## src/rtl/seg_pkg.sv

```systemverilog
// Shared types and constants for the 4-digit multiplexed 7-segment scan.
// Segment vectors are active low and ordered {g,f,e,d,c,b,a}.
package seg_pkg;

    typedef enum logic {
        SHOW,
        BLANK
    } scanState_t;

    localparam logic [1:0] D1_IDX = 2'd0;
    localparam logic [1:0] D2_IDX = 2'd1;
    localparam logic [1:0] D3_IDX = 2'd2;
    localparam logic [1:0] D4_IDX = 2'd3;

    localparam logic [6:0] SEG_BLANK  = 7'b1111111;
    localparam logic [6:0] SEG_DASH   = 7'b0111111;
    localparam logic [3:0] AN_ALL_OFF = 4'b1111;

    localparam logic [6:0] SEG_GLYPH [10] = '{
        7'b1000000,
        7'b1111001,
        7'b0100100,
        7'b0110000,
        7'b0011001,
        7'b0010010,
        7'b0000010,
        7'b1111000,
        7'b0000000,
        7'b0010000
    };

endpackage

```

## src/rtl/bcd_to_seg.sv

```systemverilog
// Combinational BCD to active-low 7-segment decoder; codes above 9 render as a dash.
module bcd_to_seg
    import seg_pkg::*;
(
    input  logic [3:0] bcd,
    output logic [6:0] seg
);

    always_comb begin
        seg = SEG_DASH;
        if (bcd <= 4'd9) begin
            seg = SEG_GLYPH[bcd];
        end
    end

endmodule

```

## src/rtl/seg_scan_driver.sv

```systemverilog
// 4-digit multiplexed 7-segment scanner with inter-digit blanking and frame-coherent digit capture.
// Optional macro SEG_LEADING_ZERO_BLANK_EN blanks leading zero digits D2..D4.
module seg_scan_driver
    import seg_pkg::*;
#(
    parameter int BLANK_CYCLES = 4,
    parameter int CNT_W        = 8
)(
    input  logic        clk,
    input  logic        reset,
    input  logic        refreshTick,
    input  logic [15:0] digitsIn,
    input  logic [3:0]  dpIn,
    input  logic        digitsValid,
    output logic        digitsAck,
    output logic [3:0]  an,
    output logic [6:0]  seg,
    output logic        dp,
    output logic        frameStart
);

    localparam logic [CNT_W-1:0] BLANK_LOAD = CNT_W'(BLANK_CYCLES);

    scanState_t       state, stateNext;
    logic [1:0]       idx, idxNext;
    logic [CNT_W-1:0] blankCnt, blankCntNext;
    logic [15:0]      shadowDigits, shadowDigitsNext;
    logic [3:0]       shadowDp, shadowDpNext;
    logic             frameEntry;
    logic             captureNow;
    logic [3:0]       muxDigit;
    logic [6:0]       glyph;
    logic [3:0]       anNext;
    logic [6:0]       segNext;
    logic             dpNext;

    always_ff @(posedge clk or posedge reset) begin
        if (reset) begin
            state        <= SHOW;
            idx          <= D4_IDX;
            blankCnt     <= '0;
            shadowDigits <= '0;
            shadowDp     <= '0;
        end else begin
            state        <= stateNext;
            idx          <= idxNext;
            blankCnt     <= blankCntNext;
            shadowDigits <= shadowDigitsNext;
            shadowDp     <= shadowDpNext;
        end
    end

    // Capture is only allowed on the edge that enters SHOW at D1, so a frame never tears.
    always_comb begin
        stateNext        = state;
        idxNext          = idx;
        blankCntNext     = blankCnt;
        shadowDigitsNext = shadowDigits;
        shadowDpNext     = shadowDp;
        frameEntry       = 1'b0;
        captureNow       = 1'b0;
        case (state)
            SHOW: begin
                if (refreshTick) begin
                    if (BLANK_CYCLES == 0) begin
                        idxNext    = idx + 2'd1;
                        frameEntry = (idx == D4_IDX);
                    end else begin
                        stateNext    = BLANK;
                        blankCntNext = BLANK_LOAD;
                    end
                end
            end
            BLANK: begin
                blankCntNext = blankCnt - CNT_W'(1);
                if (blankCnt <= CNT_W'(1)) begin
                    stateNext    = SHOW;
                    idxNext      = idx + 2'd1;
                    blankCntNext = '0;
                    frameEntry   = (idx == D4_IDX);
                end
            end
            default: stateNext = SHOW;
        endcase
        if (frameEntry && digitsValid) begin
            shadowDigitsNext = digitsIn;
            shadowDpNext     = dpIn;
            captureNow       = 1'b1;
        end
    end

    assign muxDigit = shadowDigitsNext[{idxNext, 2'b00} +: 4];

    bcd_to_seg u_decode (
        .bcd (muxDigit),
        .seg (glyph)
    );

`ifdef SEG_LEADING_ZERO_BLANK_EN
    logic [3:0] zeroFrom;

    always_comb begin
        zeroFrom[0] = 1'b0;
        zeroFrom[1] = (shadowDigitsNext[15:4] == 12'd0);
        zeroFrom[2] = (shadowDigitsNext[15:8] == 8'd0);
        zeroFrom[3] = (shadowDigitsNext[15:12] == 4'd0);
    end
`endif

    // Outputs are computed from next-state values so the registered pins line up with the state.
    always_comb begin
        anNext  = AN_ALL_OFF;
        segNext = SEG_BLANK;
        dpNext  = 1'b1;
        if (stateNext == SHOW) begin
            anNext  = ~(4'b0001 << idxNext);
            segNext = glyph;
            dpNext  = ~shadowDpNext[idxNext];
`ifdef SEG_LEADING_ZERO_BLANK_EN
            if (idxNext != D1_IDX && zeroFrom[idxNext]) begin
                segNext = SEG_BLANK;
            end
`endif
        end
    end

    always_ff @(posedge clk or posedge reset) begin
        if (reset) begin
            an         <= AN_ALL_OFF;
            seg        <= SEG_BLANK;
            dp         <= 1'b1;
            digitsAck  <= 1'b0;
            frameStart <= 1'b0;
        end else begin
            an         <= anNext;
            seg        <= segNext;
            dp         <= dpNext;
            digitsAck  <= captureNow;
            frameStart <= frameEntry;
        end
    end

endmodule

```

## config.mk

```make
export PLATFORM = sky130hd
export DESIGN_NAME = seg_scan_driver
export DESIGN_NICKNAME = d
export VERILOG_FILES = /design/src/rtl/seg_pkg.sv /design/src/rtl/bcd_to_seg.sv /design/src/rtl/seg_scan_driver.sv
export SDC_FILE = /design/constraint.sdc
export NUM_CORES = 1
export LEC_CHECK = 0
export ABC_AREA = 1
export CAP_MARGIN = 20
export CORE_ASPECT_RATIO = 2
export CORE_MARGIN = 2
export CORE_UTILIZATION = 53
export DETAILED_ROUTE_END_ITERATION = 10
export PLACE_DENSITY = 0.81
export SETUP_SLACK_MARGIN = 0.2
export SLEW_MARGIN = 0
export SYNTH_ARGS = -nofsm -noshare
export SYNTH_HDL_FRONTEND = slang
export SYNTH_SLANG_ARGS = --single-unit
```

## constraint.sdc

```tcl
create_clock -name clk -period 3.65 [get_ports clk]
set_input_delay 0.365 -clock clk [delete_from_list [all_inputs] [get_ports clk]]
set_output_delay 0.365 -clock clk [all_outputs]
set_load 0.03 [all_outputs]
```

==> results.py <==
metrics = {
    "status": {
        "status": "completed",
    },
    "worst_setup_path": {
        "worstPathArrival_ns": 3.36,
        "crit_chain": "inv_1, ha_1, inv_1, nand2_1, nand2_2, nor2_4, nand4_4, inv_1, nand2_1, nand2_1, nand2_1, nand4_1, inv_1, ha_1, or2_2, nand2_2, a21oi_4, nand2_1",
        "rr_worst_depth": 18,
        "regToRegSetupSlack_ns": 0.54,
        "cp.required_ns": 3.90,
        "worstReg2RegEnd": "seg[5]",
        "setup.worst_path.end_class": "flop",
        "critical_path_class": "reg2reg",
        "slowest_delay_ns": 0.45,
        "slowest_stage": "inv_1",
        "crit_top_cell": "nand2_1",
        "start_kind": "flop",
        "path_max_fanout": 22,
        "r2r_start": "blankCnt[0]",
    },
    "clock_tree": {
        "cts_hold_buffers": 0,
        "insertion_delay_ns": 0.31,
        "cts_tree": "done",
        "cts_setup_buffers": 0,
        "numCtsBuffers": 5,
        "clk_pin_slew_ns": 0.08,
        "clock-root-buffer": "clkbuf_8",
        "post_cts_resized": 0,
        "h-tree-depth": 2,
        "cts_max_path_buffers": 2,
        "cts.sinks": 45,
    },
    "detailed_routing": {
        "ant_nets": 0,
        "totalWireLength_um": 4880,
        "first_pass_iters": 4,
        "viasPerCell": 5.14,
        "wire_per_inst_um": 13.5,
        "drc_errors": 0,
        "dr.first_iter.drc_count": 42,
        "vias": 1854,
    },
    "global_route": {
        "gr-total-overflow": 0,
        "grt_pass1_vias": 1871,
        "grt_antenna_before_repair": 0,
        "track_usage_pct": 22.9,
        "grt_pass1_wl_um": 8220,
        "grt_max_degree": 23,
    },
    "timing": {
        "worstMarginPinSlew_ns": 0.517,
        "timing.hold.ws_ns": 0.361,
        "tns_ns": 0,
        "fmax_mhz": 322,
        "final_max_slew_viol_count": 0,
        "rsz0062_at_grt": "no",
        "fin_crit_sh_pct": 85.2,
        "slew_headroom_pct": 65.3,
        "finalSetupViolations": 0,
        "hold_viol": 0,
        "fin_crit_ns": 3.11,
        "finClkSkew_ns": 0.00348,
    },
    "synth": {
        "synth-seq-cells": 45,
        "avgSynthCellArea_um2": 8.57,
        "ys_seq_area_share_pct": 50.2,
        "syn_area_um2": 2280,
        "syn-num-nets": 298,
        "synth-edff-count": 0,
        "synth_top_flop_cell": "dfrtp_1",
        "synth_warnings": 0,
        "ys_types": 28,
        "async_flop_share_pct": 100,
        "netlist_instances": 266,
    },
    "finish": {
        "fin_nets": 340,
        "regArea_um2": 1140,
        "n_fill_cell": 332,
        "mostFrequentLayoutCells": "nand2_1 (99), clkdlybuf4s50_1 (37), dfrtp_1 (31)",
        "syn_to_final_growth_pct": 22.7,
        "n_antenna_cell": 0,
        "drive_above_1_share_pct": 18.4,
        "multi_input_area_um2": 973,
        "final_common_cell": "nand2_1",
    },
    "place": {
        "place_congestion": 0.826,
        "dp_hpwl_um": 3870,
        "io_buffers": 37,
    },
    "power": {
        "total_power_w": 0.00210,
        "p_leak_nw": 1.39,
        "vdd_drop_max_v": 0.000508,
        "power.density_nw_per_um2": 749,
    },
    "die": {
        "ios": 38,
        "die-area_um2": 4870,
        "core_region_area_um2": 4130,
        "die_w_um": 50.4,
        "initial_core_util_pct": 55.2,
        "rows": 33,
        "die_y_um": 96.8,
    },
    "hold_path": {
        "holdCritPathClass": "in2async",
    },
    "run": {
        "maxCapViolCount": 0,
    },
}
-- metrics by stage --
stage          utilization, %  instances  cell area [µm²]  setup slack (ns)
5_1_grt                  67.7        361             2800             0.210
4_1_cts                  67.7        361             2800             0.528
2_1_floorplan               -        266             2280              1.13
3_5_place_dp             65.2        353             2690             0.538
6_report                 67.7        361             2800             0.542
3_3_place_gp             65.2        353             2690             0.645
-- cell usage after synthesis (2+ instances only) --
library cell	count	area (µm²)
inv_1	30	113
nand4_1	2	12.5
dfstp_2	14	368
nor2_1	9	33.8
a21boi_0	2	15.0
buf_6	3	33.8
nor2_2	5	31.3
dfrtp_1	31	776
ha_1	8	100
o21ai_0	10	50.1
nand2_1	99	372
nand2_2	13	81.3
nor2_4	6	67.6
inv_2	3	11.3
or2_2	2	12.5
nand3_1	16	80.1
o22ai_1	2	12.5
-- per-layer routing --
metal  track usage (%)  up-vias  wire, µm
met3              5.09       16       197
met1              22.2      886      1690
met5                 0        -         0
met4              13.7        0       174
li1                  -      904         -
met2              41.6       48      2810
-- power breakdown --
| group | internal (W) | total (W) | switching, W |
|---|---|---|---|
| clock network | 0.000175 | 0.000343 | 0.000168 |
| logic | 0.000343 | 0.00100 | 0.000656 |
| registers | 0.000667 | 0.000753 | 0.0000857 |
| total | 0.00118 | 0.00210 | 0.000910 |
-- cell families (layout without fill, tap and decap cells) --
| kind of cell | Yosys count | in the layout | synth area share [%] |
|---|---|---|---|
| AO/OA/AOI/OAI | 19 | 19 | 5.32 |
| XOR/XNOR | 2 | 2 | 0.769 |
| adder cells (fa/ha/maj) | 8 | 8 | 4.39 |
| buffers and inverters | 37 | 80 | 7.13 |
| flip-flops | 45 | 45 | 50.2 |
| AND/OR/NAND/NOR | 155 | 155 | 32.2 |
-- layout make-up --
class                           count  share of cell area (%)
Sequential cell                    45                    40.9
Clock inverter                      1                   0.313
Timing Repair Buffer               39                    13.8
Multi-Input combinational cell    184                    34.8
Inverter                           33                    4.43
Tap cell                           52                    2.33
Clock buffer                        7                    3.45
-- registers in the layout, summed over array words and instances, names as in the netlist --
register / cells
shadowDigits: 16
state: 1
idx: 2
digitsAck: 1
seg: 7
dp: 1
shadowDp: 4
an: 4
blankCnt: 8
frameStart: 1
-- worst max-delay path by stage --
stage / from / depth (start not counted) / endpoint
floorplan: blankCnt[0] / 20 / seg[2]
global placement: digitsValid / 13 / seg[3]
detailed placement: blankCnt[0] / 18 / seg[5]
CTS: blankCnt[0] / 18 / seg[5]
global route: blankCnt[1] / 18 / seg[5]
finish: blankCnt[0] / 18 / seg[5]
-- critical path, delay by kind of cell, from the launching register on --
| family | cells | cell delay, ns |
|---|---|---|
| AOI/OAI and AO/OA | 1 | 0.08 |
| adders and majority gates | 2 | 0.40 |
| buffers and inverters | 4 | 0.71 |
| DFF | 1 | 0.41 |
| and+or+nand+nor | 11 | 1.44 |
No activity file was read; power rests on OpenSTA's default activity.
==> edit: new RTL, config.mk and constraints unchanged <==
Register the output `seg` once more, with the module's reset; this adds one clock of latency there. The other outputs are not delayed to match.
--- a/src/rtl/seg_scan_driver.sv
+++ b/src/rtl/seg_scan_driver.sv
@@ -20,6 +20,8 @@
 );
 
     localparam logic [CNT_W-1:0] BLANK_LOAD = CNT_W'(BLANK_CYCLES);
+
+    logic [6:0] seg_s0;
 
     scanState_t       state, stateNext;
     logic [1:0]       idx, idxNext;
@@ -127,18 +129,26 @@
     always_ff @(posedge clk or posedge reset) begin
         if (reset) begin
             an         <= AN_ALL_OFF;
-            seg        <= SEG_BLANK;
+            seg_s0     <= SEG_BLANK;
             dp         <= 1'b1;
             digitsAck  <= 1'b0;
             frameStart <= 1'b0;
         end else begin
             an         <= anNext;
-            seg        <= segNext;
+            seg_s0     <= segNext;
             dp         <= dpNext;
             digitsAck  <= captureNow;
             frameStart <= frameEntry;
         end
     end
 
+    always_ff @(posedge clk or posedge reset) begin
+        if (reset) begin
+            seg <= '0;
+        end else begin
+            seg <= seg_s0;
+        end
+    end
+
 endmodule
 
Behaviour: not the same (Yosys sat finds a counterexample within 4 cycles, from zero or initial values and one cycle with reset high).
==> edit against the unedited design <==
- routed wire length up 13%
- power up 21%
- final area up 18%
- synthesized area up 22%
- sequential cell count up 7
- worst setup slack better by 440 ps
- sequential share of layout area down 1.0 points
- critical endpoint is now seg_s0[0]$_DFF_PP1_
- clock power up 1%
==> edit: results (changes against the unedited design) <==
* Worst-skew pair later-pin latency at 310 ps (about the same)
* Hold Path Class: input pin to asynchronous set/reset pin (unchanged)
* Share of cells above drive strength 1 at 24.1% (was 18.4%)
* Post-DP Area at 0.00319 sq mm (was 0.00269 sq mm)
* Worst VDD drop at 0.000509 V (was 0.000508 V)
* CP delay by family, top: simple AND/OR/NAND/NOR gates (unchanged)
* Worst-path clk slew at 100 ps (was 80 ps)
* Worst hold slack at 383 ps (was 361 ps)
* Routed len/inst at 13.1 microns (was 13.5 microns)
* Status: finished clean (unchanged)
* Worst path slowest cell: dfrtp_1 (was inv_1)
* Top flop regs: shadowDigits x16, blankCnt x8 (was shadowDigits x16, blankCnt x8, seg x7)
* Cells after Synth at 319 (was 266)
* LEAKAGE at 1.63 nW (was 1.39 nW)
* Yosys warnings at 0 (unchanged)
* R2R Setup Slk at 980 ps (was 540 ps)
* Final #Nets at 392 (was 340)
* Fill count at 431 (was 332)
* Dpl ws at 869 ps (was 538 ps)
* Crit path largest cell delay at 420 ps (was 450 ps)
* DP HPWL at 4.26 mm (was 3.87 mm)
* Crit path time final at 2670 ps (was 3110 ps)
* Top FF cell, synth: dfrtp_1 (unchanged)
* N_diodes at 0 (unchanged)
* Multi-input gate area at 0.00118 sq mm (was 973 sq um)
* WP data arrival at 2910 ps (was 3360 ps)
* CTS buffer count at 5 (unchanged)
* CTS resizes at 0 (unchanged)
* Clock Root Buffer: clkbuf_8 (unchanged)
* Final non-filler cell total at 419 (was 361)
* Slew @ Worst Pin at 476 ps (was 517 ps)
* Postcts setup bufs at 0 (unchanged)
* Synth top area cells: dfrtp_1, dfstp_2, nand2_1 (was dfrtp_1, nand2_1, dfstp_2)
* GRT Total Usage at 20.0% (was 22.9%)
* RePlAce Congestion at 0.827 (was 0.826)
* Clock buffer depth at 2 (unchanged)
* Clock Skews at 5.07 ps (was 3.48 ps)
* Initial antenna violation count at 0 (unchanged)
* Asr flop ratio synth at 100% (unchanged)
* Register area share after synthesis at 47.4% (was 50.2%)
* Max H-tree Level at 2 (unchanged)
* Vias at 2117 (was 1854)
* First-pass GRT wire length at 9.25 mm (was 8.22 mm)
* Inst Count DP at 410 (was 353)
* Antenna viol nets, final at 0 (unchanged)
* Crit path max fanout at 6 (was 22)
* Initial DRC Count at 49 (was 42)
* Commonest cells in the netlist: nand2_1, inv_1, dfrtp_1 (was nand2_1, dfrtp_1, inv_1)
* Number of port buffers at 37 (unchanged)
* Drt pass-1 iters at 4 (unchanged)
* Syn nets at 351 (was 298)
* Largest net degree at the start of global routing at 53 (was 23)
* Distinct cells, synth at 32 (was 28)
-- edit: worst paths after layout --
check,from,to,cells after the start
max in group asynchronous,reset,an[1]$_DFF_PP1_,3
min in group clk,seg_s0[5]$_DFF_PP1_,seg[5]$_DFF_PP0_,0
min,reset,blankCnt[3]$_DFFE_PP0P_,2
max reg2reg,blankCnt[0]$_DFFE_PP0P_,seg_s0[0]$_DFF_PP1_,20
min reg2reg,seg_s0[5]$_DFF_PP1_,seg[5]$_DFF_PP0_,0
max,blankCnt[0]$_DFFE_PP0P_,seg_s0[0]$_DFF_PP1_,20
-- edit: layer usage --
layer	up-vias	global-route usage (%)	part of all wire, %
met3	12	2.92	3.4
li1	1050	-	-
met2	54	37.8	57
met4	0	9.23	2.9
met5	-	0	0
met1	1001	21.2	37
-- edit: power breakdown --
group | internal (mW) | leakage [nW] | switching, mW
Combinational | 0.468 | 1.02 | 0.892
Clock | 0.141 | 0.0463 | 0.206
Sequential | 0.755 | 0.565 | 0.0840
Total | 1.36 | 1.63 | 1.18
-- edit: cell families after synthesis --
logic type               Yosys count  synth area share (%)
AND/OR/NAND/NOR                  172                  34.4
buffers and inverters             68                  9.99
flip-flops                        52                  47.4
AO/OA/AOI/OAI                     17                  4.00
adder cells (fa/ha/maj)            8                  3.60
XOR/XNOR                           2                 0.630
-- edit: cell type report --
cell class	instances	share of cell area (%)
flip-flops and latches	52	39.9
repair buffers	38	11.8
clock buffers	5	2.08
clock inverters	3	0.832
multi-input cells	199	35.8
inverters	64	7.41
well taps	58	2.19
